$ cat src/rtl/mux_output_driver_if.sv
// Host-side bus of mux_output_driver: word write strobe plus the addressable-latch drive lines.
interface mux_output_driver_if #(
  parameter int MUX_ADDR_BITS = 4
);
  localparam int N = 1 << MUX_ADDR_BITS;

  logic                     ENABLE;
  logic [N-1:0]             DATA_IN;
  logic                     WR;
  logic                     PENDING;
  logic [MUX_ADDR_BITS-1:0] MUX_ADDR;
  logic                     DATA_OUT;
  logic                     LE_N;
  logic                     FRAME_DONE;
  logic                     BUSY;

  modport master (
    output ENABLE, DATA_IN, WR,
    input  PENDING, MUX_ADDR, DATA_OUT, LE_N, FRAME_DONE, BUSY
  );

  modport slave (
    input  ENABLE, DATA_IN, WR,
    output PENDING, MUX_ADDR, DATA_OUT, LE_N, FRAME_DONE, BUSY
  );
endinterface

$ cat src/rtl/mux_output_driver.sv
// Scans a parallel word out through a 74HC259-style addressable latch, one slot per bit,
// re-sending the whole word every frame; host writes take effect only at a frame start.
module mux_output_driver #(
  parameter int CLK_DIV_BITS  = 5,
  parameter int MUX_ADDR_BITS = 4
) (
  input  logic                 CLK,
  input  logic                 RESET,
  mux_output_driver_if.slave   bus_io
);
  localparam int N = 1 << MUX_ADDR_BITS;
  localparam int Q = 1 << (CLK_DIV_BITS - 2);

  localparam logic [CLK_DIV_BITS-1:0]  DIV_MAX  = '1;
  localparam logic [MUX_ADDR_BITS-1:0] ADDR_MAX = '1;
  // Strobe window [Q, 3Q) leaves Q cycles of setup and hold around LE_N low.
  localparam logic [CLK_DIV_BITS-1:0]  LE_LO    = CLK_DIV_BITS'(Q);
  localparam logic [CLK_DIV_BITS-1:0]  LE_HI    = CLK_DIV_BITS'(3 * Q);

  typedef enum logic {
    ST_IDLE = 1'b0,
    ST_SCAN = 1'b1
  } state_t;

  state_t                   state_q, state_d;
  logic [CLK_DIV_BITS-1:0]  div_q, div_d;
  logic [MUX_ADDR_BITS-1:0] addr_q, addr_d;
  logic [N-1:0]             pend_q, pend_d;
  logic                     pend_vld_q, pend_vld_d;
  logic [N-1:0]             active_q, active_d;
  logic                     data_out_q, data_out_d;
  logic                     le_n_q, le_n_d;
  logic                     frame_done_q, frame_done_d;
  logic                     busy_q, busy_d;
  logic                     frame_start;

  always_comb begin
    state_d      = state_q;
    div_d        = div_q;
    addr_d       = addr_q;
    pend_d       = pend_q;
    pend_vld_d   = pend_vld_q;
    active_d     = active_q;
    frame_done_d = 1'b0;
    frame_start  = 1'b0;

    case (state_q)
      ST_IDLE: begin
        div_d  = '0;
        addr_d = '0;
        if (bus_io.ENABLE) begin
          frame_start = 1'b1;
        end
      end
      ST_SCAN: begin
        if (div_q == DIV_MAX) begin
          if (addr_q == ADDR_MAX) begin
            frame_done_d = 1'b1;
            if (bus_io.ENABLE) begin
              frame_start = 1'b1;
            end else begin
              state_d = ST_IDLE;
              div_d   = '0;
              addr_d  = '0;
            end
          end else begin
            addr_d = addr_q + 1'b1;
            div_d  = '0;
          end
        end else begin
          div_d = div_q + 1'b1;
        end
      end
      default: begin
        state_d = ST_IDLE;
        div_d   = '0;
        addr_d  = '0;
      end
    endcase

    // The active word only ever changes here, so a frame is never emitted half-updated.
    if (frame_start) begin
      state_d = ST_SCAN;
      div_d   = '0;
      addr_d  = '0;
      if (pend_vld_q) begin
        active_d   = pend_q;
        pend_vld_d = 1'b0;
      end
    end

    // A write coinciding with a frame start is kept for the following frame.
    if (bus_io.WR) begin
      pend_d     = bus_io.DATA_IN;
      pend_vld_d = 1'b1;
    end

    busy_d     = (state_d == ST_SCAN);
    le_n_d     = !(busy_d && (div_d >= LE_LO) && (div_d < LE_HI));
    data_out_d = busy_d ? active_d[addr_d] : 1'b0;
  end

  always_ff @(posedge CLK) begin
    if (RESET) begin
      state_q      <= ST_IDLE;
      div_q        <= '0;
      addr_q       <= '0;
      pend_q       <= '0;
      pend_vld_q   <= 1'b0;
      active_q     <= '0;
      data_out_q   <= 1'b0;
      le_n_q       <= 1'b1;
      frame_done_q <= 1'b0;
      busy_q       <= 1'b0;
    end else begin
      state_q      <= state_d;
      div_q        <= div_d;
      addr_q       <= addr_d;
      pend_q       <= pend_d;
      pend_vld_q   <= pend_vld_d;
      active_q     <= active_d;
      data_out_q   <= data_out_d;
      le_n_q       <= le_n_d;
      frame_done_q <= frame_done_d;
      busy_q       <= busy_d;
    end
  end

  assign bus_io.PENDING    = pend_vld_q;
  assign bus_io.MUX_ADDR   = addr_q;
  assign bus_io.DATA_OUT   = data_out_q;
  assign bus_io.LE_N       = le_n_q;
  assign bus_io.FRAME_DONE = frame_done_q;
  assign bus_io.BUSY       = busy_q;
endmodule
$ cat src/flat_wrapper.sv
// flat-port wrapper written by rule: the top's interface ports become plain ports
module mux_output_driver_flat 
#(
  parameter int CLK_DIV_BITS  = 5,
  parameter int MUX_ADDR_BITS = 4
)
  (CLK, RESET, bus_io_ENABLE, bus_io_DATA_IN, bus_io_WR, bus_io_PENDING, bus_io_MUX_ADDR, bus_io_DATA_OUT, bus_io_LE_N, bus_io_FRAME_DONE, bus_io_BUSY);
  mux_output_driver_if #(.MUX_ADDR_BITS(MUX_ADDR_BITS)) bus_io_i ();
  input  logic CLK;
  input  logic RESET;
  input wire logic [$bits(bus_io_i.ENABLE)-1:0] bus_io_ENABLE;
  input wire logic [$bits(bus_io_i.DATA_IN)-1:0] bus_io_DATA_IN;
  input wire logic [$bits(bus_io_i.WR)-1:0] bus_io_WR;
  output wire logic [$bits(bus_io_i.PENDING)-1:0] bus_io_PENDING;
  output wire logic [$bits(bus_io_i.MUX_ADDR)-1:0] bus_io_MUX_ADDR;
  output wire logic [$bits(bus_io_i.DATA_OUT)-1:0] bus_io_DATA_OUT;
  output wire logic [$bits(bus_io_i.LE_N)-1:0] bus_io_LE_N;
  output wire logic [$bits(bus_io_i.FRAME_DONE)-1:0] bus_io_FRAME_DONE;
  output wire logic [$bits(bus_io_i.BUSY)-1:0] bus_io_BUSY;
  assign bus_io_i.ENABLE = bus_io_ENABLE;
  assign bus_io_i.DATA_IN = bus_io_DATA_IN;
  assign bus_io_i.WR = bus_io_WR;
  assign bus_io_PENDING = bus_io_i.PENDING;
  assign bus_io_MUX_ADDR = bus_io_i.MUX_ADDR;
  assign bus_io_DATA_OUT = bus_io_i.DATA_OUT;
  assign bus_io_LE_N = bus_io_i.LE_N;
  assign bus_io_FRAME_DONE = bus_io_i.FRAME_DONE;
  assign bus_io_BUSY = bus_io_i.BUSY;
  mux_output_driver #(.CLK_DIV_BITS(CLK_DIV_BITS), .MUX_ADDR_BITS(MUX_ADDR_BITS)) u_core (.CLK(CLK), .RESET(RESET), .bus_io(bus_io_i));
endmodule
$ cat config.mk
export PLATFORM = sky130hd
export DESIGN_NAME = mux_output_driver_flat
export DESIGN_NICKNAME = d
export VERILOG_FILES = /design/src/rtl/mux_output_driver_if.sv /design/src/rtl/mux_output_driver.sv /design/src/flat_wrapper.sv
export SDC_FILE = /design/constraint.sdc
export NUM_CORES = 1
export LEC_CHECK = 0
export ABC_AREA = 1
export CAP_MARGIN = 20
export CELL_PAD_IN_SITES_DETAIL_PLACEMENT = 1
export CELL_PAD_IN_SITES_GLOBAL_PLACEMENT = 2
export CORE_ASPECT_RATIO = 2
export CORE_MARGIN = 3
export CORE_UTILIZATION = 33
export CTS_CLUSTER_SIZE = 40
export DETAILED_ROUTE_END_ITERATION = 7
export GPL_ROUTABILITY_DRIVEN = 0
export PLACE_DENSITY_LB_ADDON = 0.1
export SYNTH_ARGS = -nofsm -noshare
export SYNTH_HDL_FRONTEND = slang
export SYNTH_SLANG_ARGS = --single-unit
export TNS_END_PERCENT = 20
$ cat constraint.sdc
create_clock -name CLK -period 4.1 [get_ports CLK]
set_clock_uncertainty 0.05 [all_clocks]
set_input_delay 1.025 -clock CLK [delete_from_list [all_inputs] [get_ports CLK]]
set_output_delay 1.025 -clock CLK [all_outputs]
set_load 0.03 [all_outputs]
Word level (Yosys, flattened, before mapping)
Index checks and enable logic that the tools add are counted.
{"block": "word_totals", "register_bits": 46, "wordCells": 50, "out_inout_bits": 9, "inputBits": 20}
{"block": "classes", "eq_ne": 2, "n_reduce_logical": 6, "bitwise": 3, "order_cmp": 3, "addsub": 2, "mux": 25}
{"op": "2-to-1 mux 16 bit", "count": 2}
{"op": "2-to-1 mux 5 bit", "count": 4}
{"op": "2-to-1 mux 4 bit", "count": 4}
{"op": "2-to-1 mux 1 bit", "count": 11}
{"op": "one-hot mux 5 bit (2 select lines)", "count": 1}
{"op": "one-hot mux 4 bit (2 select lines)", "count": 1}
{"op": "adder 5 x 1 -> 5 bit (second input constant)", "count": 1}
{"op": "== test 5 bit (second input constant)", "count": 1}
{"op": "greater-or-equal comparator 5 x 4 -> 1 bit (second input constant)", "count": 1}
{"op": "less-than comparator 4 x 5 -> 1 bit (second input constant)", "count": 1}
{"op": "less-than comparator 5 bit (second input constant)", "count": 1}
{"op": "adder 4 x 1 -> 4 bit (second input constant)", "count": 1}
{"op": "binary-select mux 1 bit (select 4 bit)", "count": 1}
{"op": "== test 4 bit (second input constant)", "count": 1}
{"op": "inverter 1 bit", "count": 3}
{"op": "OR reduction 3 bit", "count": 1}
{"op": "logical AND 1 bit", "count": 2}
{"op": "one-hot mux 1 bit (2 select lines)", "count": 1}
{"op": "nonzero test 2 bit", "count": 1}
{"op": "OR reduction 2 bit", "count": 1}
{"op": "logical NOT 1 bit", "count": 1}

Depth between registers and ports, before layout
{"block": "depth", "ltp_word": 9, "mapped_depth": 16}

Worst setup path before layout
Ideal clock, no wire load.
{"block": "synth_path", "kind": "input to register", "from": "input bus_io_ENABLE", "to": "register u_core.data_out_q (netlist: u_core.bus_io.DATA_OUT)", "setup_time_ns": 0.115, "path_stages": 11, "arrival_ns": 1.988, "required_ns": 3.935, "slack_ns": 1.947, "path_cell_list": "nand2_2 > nor2_1 > nand2_2 > nand3_1 > nand2_1 > nand2_1 > nand2_1 > nand2_1 > nand3_1 > nand3_2 > a21oi_2"}
{"block": "synth_via", "elab_chain_len": 7, "word_cells_on_any_way": 18}
{"element": "start, declared", "line_no": "flat_wrapper.sv:11", "rtl": "input wire logic [$bits(bus_io_i.ENABLE)-1:0] bus_io_ENABLE;"}
{"element": "2-to-1 mux 1 bit or 2-to-1 mux 4 bit (tied branches)", "line_no": "mux_output_driver.sv:51, mux_output_driver.sv:59"}
{"element": "2-to-1 mux 1 bit or 2-to-1 mux 4 bit (tied branches)", "line_no": "mux_output_driver.sv:57", "rtl": "if (addr_q == ADDR_MAX) begin"}
{"element": "2-to-1 mux 1 bit or 2-to-1 mux 4 bit (tied branches)", "line_no": "mux_output_driver.sv:56", "rtl": "if (div_q == DIV_MAX) begin"}
{"element": "one-hot mux 1 bit (2 select lines) (tied with other cells)", "line_no": "mux_output_driver.sv:47", "rtl": "case (state_q)"}
{"element": "2-to-1 mux 16 bit (tied with other cells)", "line_no": "mux_output_driver.sv:82", "rtl": "if (frame_start) begin"}
{"element": "binary-select mux 1 bit (select 4 bit) or inverter 1 bit (tied branches)"}
{"element": "2-to-1 mux 1 bit (not written as such) or OR reduction 2 bit (tied branches)"}
{"element": "end signal, assigned", "line_no": "mux_output_driver.sv:122", "rtl": "data_out_q <= data_out_d;"}
{"element": "end, declared", "line_no": "mux_output_driver.sv:31", "rtl": "logic data_out_q, data_out_d;"}
Parallel ways exist; a longest one is shown, timed or not. The select of a mux whose other input is x is not followed.
A chain may end at the register's enable or synchronous reset.

Worst setup path in the final report
Ends and elaborated chain as after synthesis.

==> flow_metrics.py <==
metrics = {
    "outcome": {
        "status": "completed",
    },
    "placed_design": {
        "dp.cells": 453,
        "port-buffer-count": 28,
        "hpwl_um": 4930,
        "post-place-ws_ns": 0.964,
        "postPlaceCellArea_um2": 2680,
    },
    "cts": {
        "cts_root_buffer": "clkbuf_16",
        "clk_pin_slew_worst_paths_ns": 0.06,
        "worstSkewPairLatency_ns": 0.29,
        "cts_hold_buf": 0,
        "post_cts_buffers": 0,
        "postCtsResizedCells": 0,
        "cts_made_buffers": 5,
        "htreeDepth": 2,
        "clock_sinks": 46,
        "clockBufferDepth": 2,
        "cts_tree": "built",
    },
    "global_route": {
        "grt_pass1_vias": 2265,
        "grt_max_degree": 35,
        "grt_overflow": 0,
        "grt_antenna_before_repair": 0,
        "grt_pass1_wl_um": 11000,
        "track_usage_pct": 17.4,
    },
    "sta": {
        "min_period_ns": 2.80,
        "worst_slew_pin_slew_ns": 0.675,
        "fin_ws_ns": 1.30,
        "max_slew_margin_pct": 54.8,
        "tns_ns": 0,
        "maxSlewViolCount": 0,
        "fmax_mhz": 357,
        "setup-violations-final": 0,
        "rsz0062_at_grt": "no",
        "post-route-period-util_pct": 68.3,
        "finalHoldWorstSlack_ns": 0.450,
        "hold_violations": 0,
    },
    "finish": {
        "antenna_cells": 0,
        "finalNetCount": 396,
        "final_cell_mix": "nand2_1 (73), nor2_1 (60), dfxtp_1 (46)",
        "stdcell_count": 461,
        "num-fill-cells": 897,
        "fin_util_pct": 42.3,
        "flow.area_growth_from_synthesis_pct": 21.7,
        "drive_above_1_share_pct": 10.2,
        "final_common_cell": "nand2_1",
        "final_cell_area_um2": 2850,
    },
    "logic_synthesis": {
        "yosysSeqAreaShare_pct": 39.4,
        "ys_types": 28,
        "synth_area_um2": 2340,
        "yosys_warnings": 0,
        "avgSynthCellArea_um2": 6.76,
        "synthCells": 346,
        "synth.net_count": 370,
        "ys_ff_latch": 46,
    },
    "route": {
        "drtAntennaViolNets": 0,
        "wl_per_cell_um": 14.0,
        "drtIter0Drc": 39,
        "vias_per_cell": 4.72,
        "wl_um": 6440,
        "dr.pass1.iters": 4,
        "vias": 2175,
        "drc": 0,
    },
    "setup_path": {
        "crit_path_start_kind": "input port",
        "crit_arrival_ns": 2.98,
        "crit_required_ns": 4.28,
        "worst_setup_path_end_kind": "flop",
        "path_max_fanout": 24,
        "crit_type": "in2reg",
    },
    "die": {
        "core_area_um2": 6730,
        "dieArea_um2": 8200,
        "start_util_pct": 34.8,
        "die_w_um": 65.5,
        "placementRows": 42,
        "die_height_um": 125,
        "ios": 29,
    },
    "pwr": {
        "power_leakage_nw": 1.14,
        "peakVddDrop_v": 0.000275,
        "p_total_mw": 1.02,
        "powerDensity_nw_per_um2": 357,
    },
    "min_path": {
        "hp-class": "reg2reg",
    },
    "run": {
        "maxCapViolCount": 0,
    },
}
-- where the power goes --
group          internal (mW)  switching [mW]  total (mW)
registers              0.463         0.00793       0.471
logic                 0.0382          0.0581      0.0963
clock network          0.276           0.172       0.449
-- worst max-delay path, stage by stage --
cell and delay, ns:
clkdlybuf4s50_1 0.52, nand2_2 0.12, o21ai_4 0.58, nand2_1 0.16
nand2_1 0.10, nand2_1 0.05, nand2_1 0.08, nand2_1 0.05
nand3_1 0.09, nand3_2 0.08, a21oi_2 0.12
-- metal layers --
metal	share of wire, %	GRT usage [%]	routed length (µm)
met5	0	0	0
met1	38	17.3	2450
met3	2.4	3.14	157
met2	57	34.0	3700
met4	2.0	6.60	129
-- synth_stat cells, drive strengths merged --
master | count | area, µm²
o21bai | 1 | 7.51
dfxtp | 46 | 921
nor2 | 63 | 249
clkbuf | 7 | 26.3
xor2 | 1 | 8.76
inv | 51 | 191
buf | 4 | 38.8
ha | 4 | 50.1
o211ai | 2 | 15.0
nor3 | 2 | 10.0
a21oi | 10 | 65.1
nand2 | 79 | 312
nand3 | 28 | 173
o2111ai | 1 | 8.76
o21ai | 46 | 260
clkinv | 1 | 3.75
-- flip-flops by register name, indices dropped and copies added (netlist names) --
name and flops:
u_core.active_q 16, u_core.bus_io.FRAME_DONE 1, u_core.bus_io.LE_N 1, u_core.bus_io.MUX_ADDR 4, u_core.bus_io.PENDING 1, u_core.pend_q 16
u_core.div_q 5, u_core.bus_io.DATA_OUT 1, u_core.state_q 1
-- path summary, 6_finish.rpt --
check                                 startpoint                                 to  slack, ns  cells past startpoint
setup reg to reg      u_core.div_q[1]$_SDFF_PP0_  u_core.bus_io.DATA_OUT$_SDFF_PP0_       1.34                     14
hold reg to reg   u_core.pend_q[12]$_SDFFE_PP0P_     u_core.pend_q[12]$_SDFFE_PP0P_       0.45                      2
setup / recovery                   bus_io_ENABLE  u_core.bus_io.DATA_OUT$_SDFF_PP0_       1.30                     11
hold / removal    u_core.pend_q[12]$_SDFFE_PP0P_     u_core.pend_q[12]$_SDFFE_PP0P_       0.45                      2
-- layout make-up --
cell class	instances	area [µm²]	area share, %
multi-input cells	237	1160	40.7
flip-flops and latches	46	921	32.4
repair buffers	30	295	10.4
inverters	52	195	6.86
clock buffers	8	166	5.85
well taps	88	110	3.87
-- kinds of logic after synthesis --
family / after synthesis / synth area share [%]
xor+xnor: 1 / 0.374
buf+inv: 63 / 11.1
fa+ha+maj: 4 / 2.14
compound gates: 60 / 15.2
simple gates: 172 / 31.8
flops: 46 / 39.4
Power figures use the tool's default switching activity.
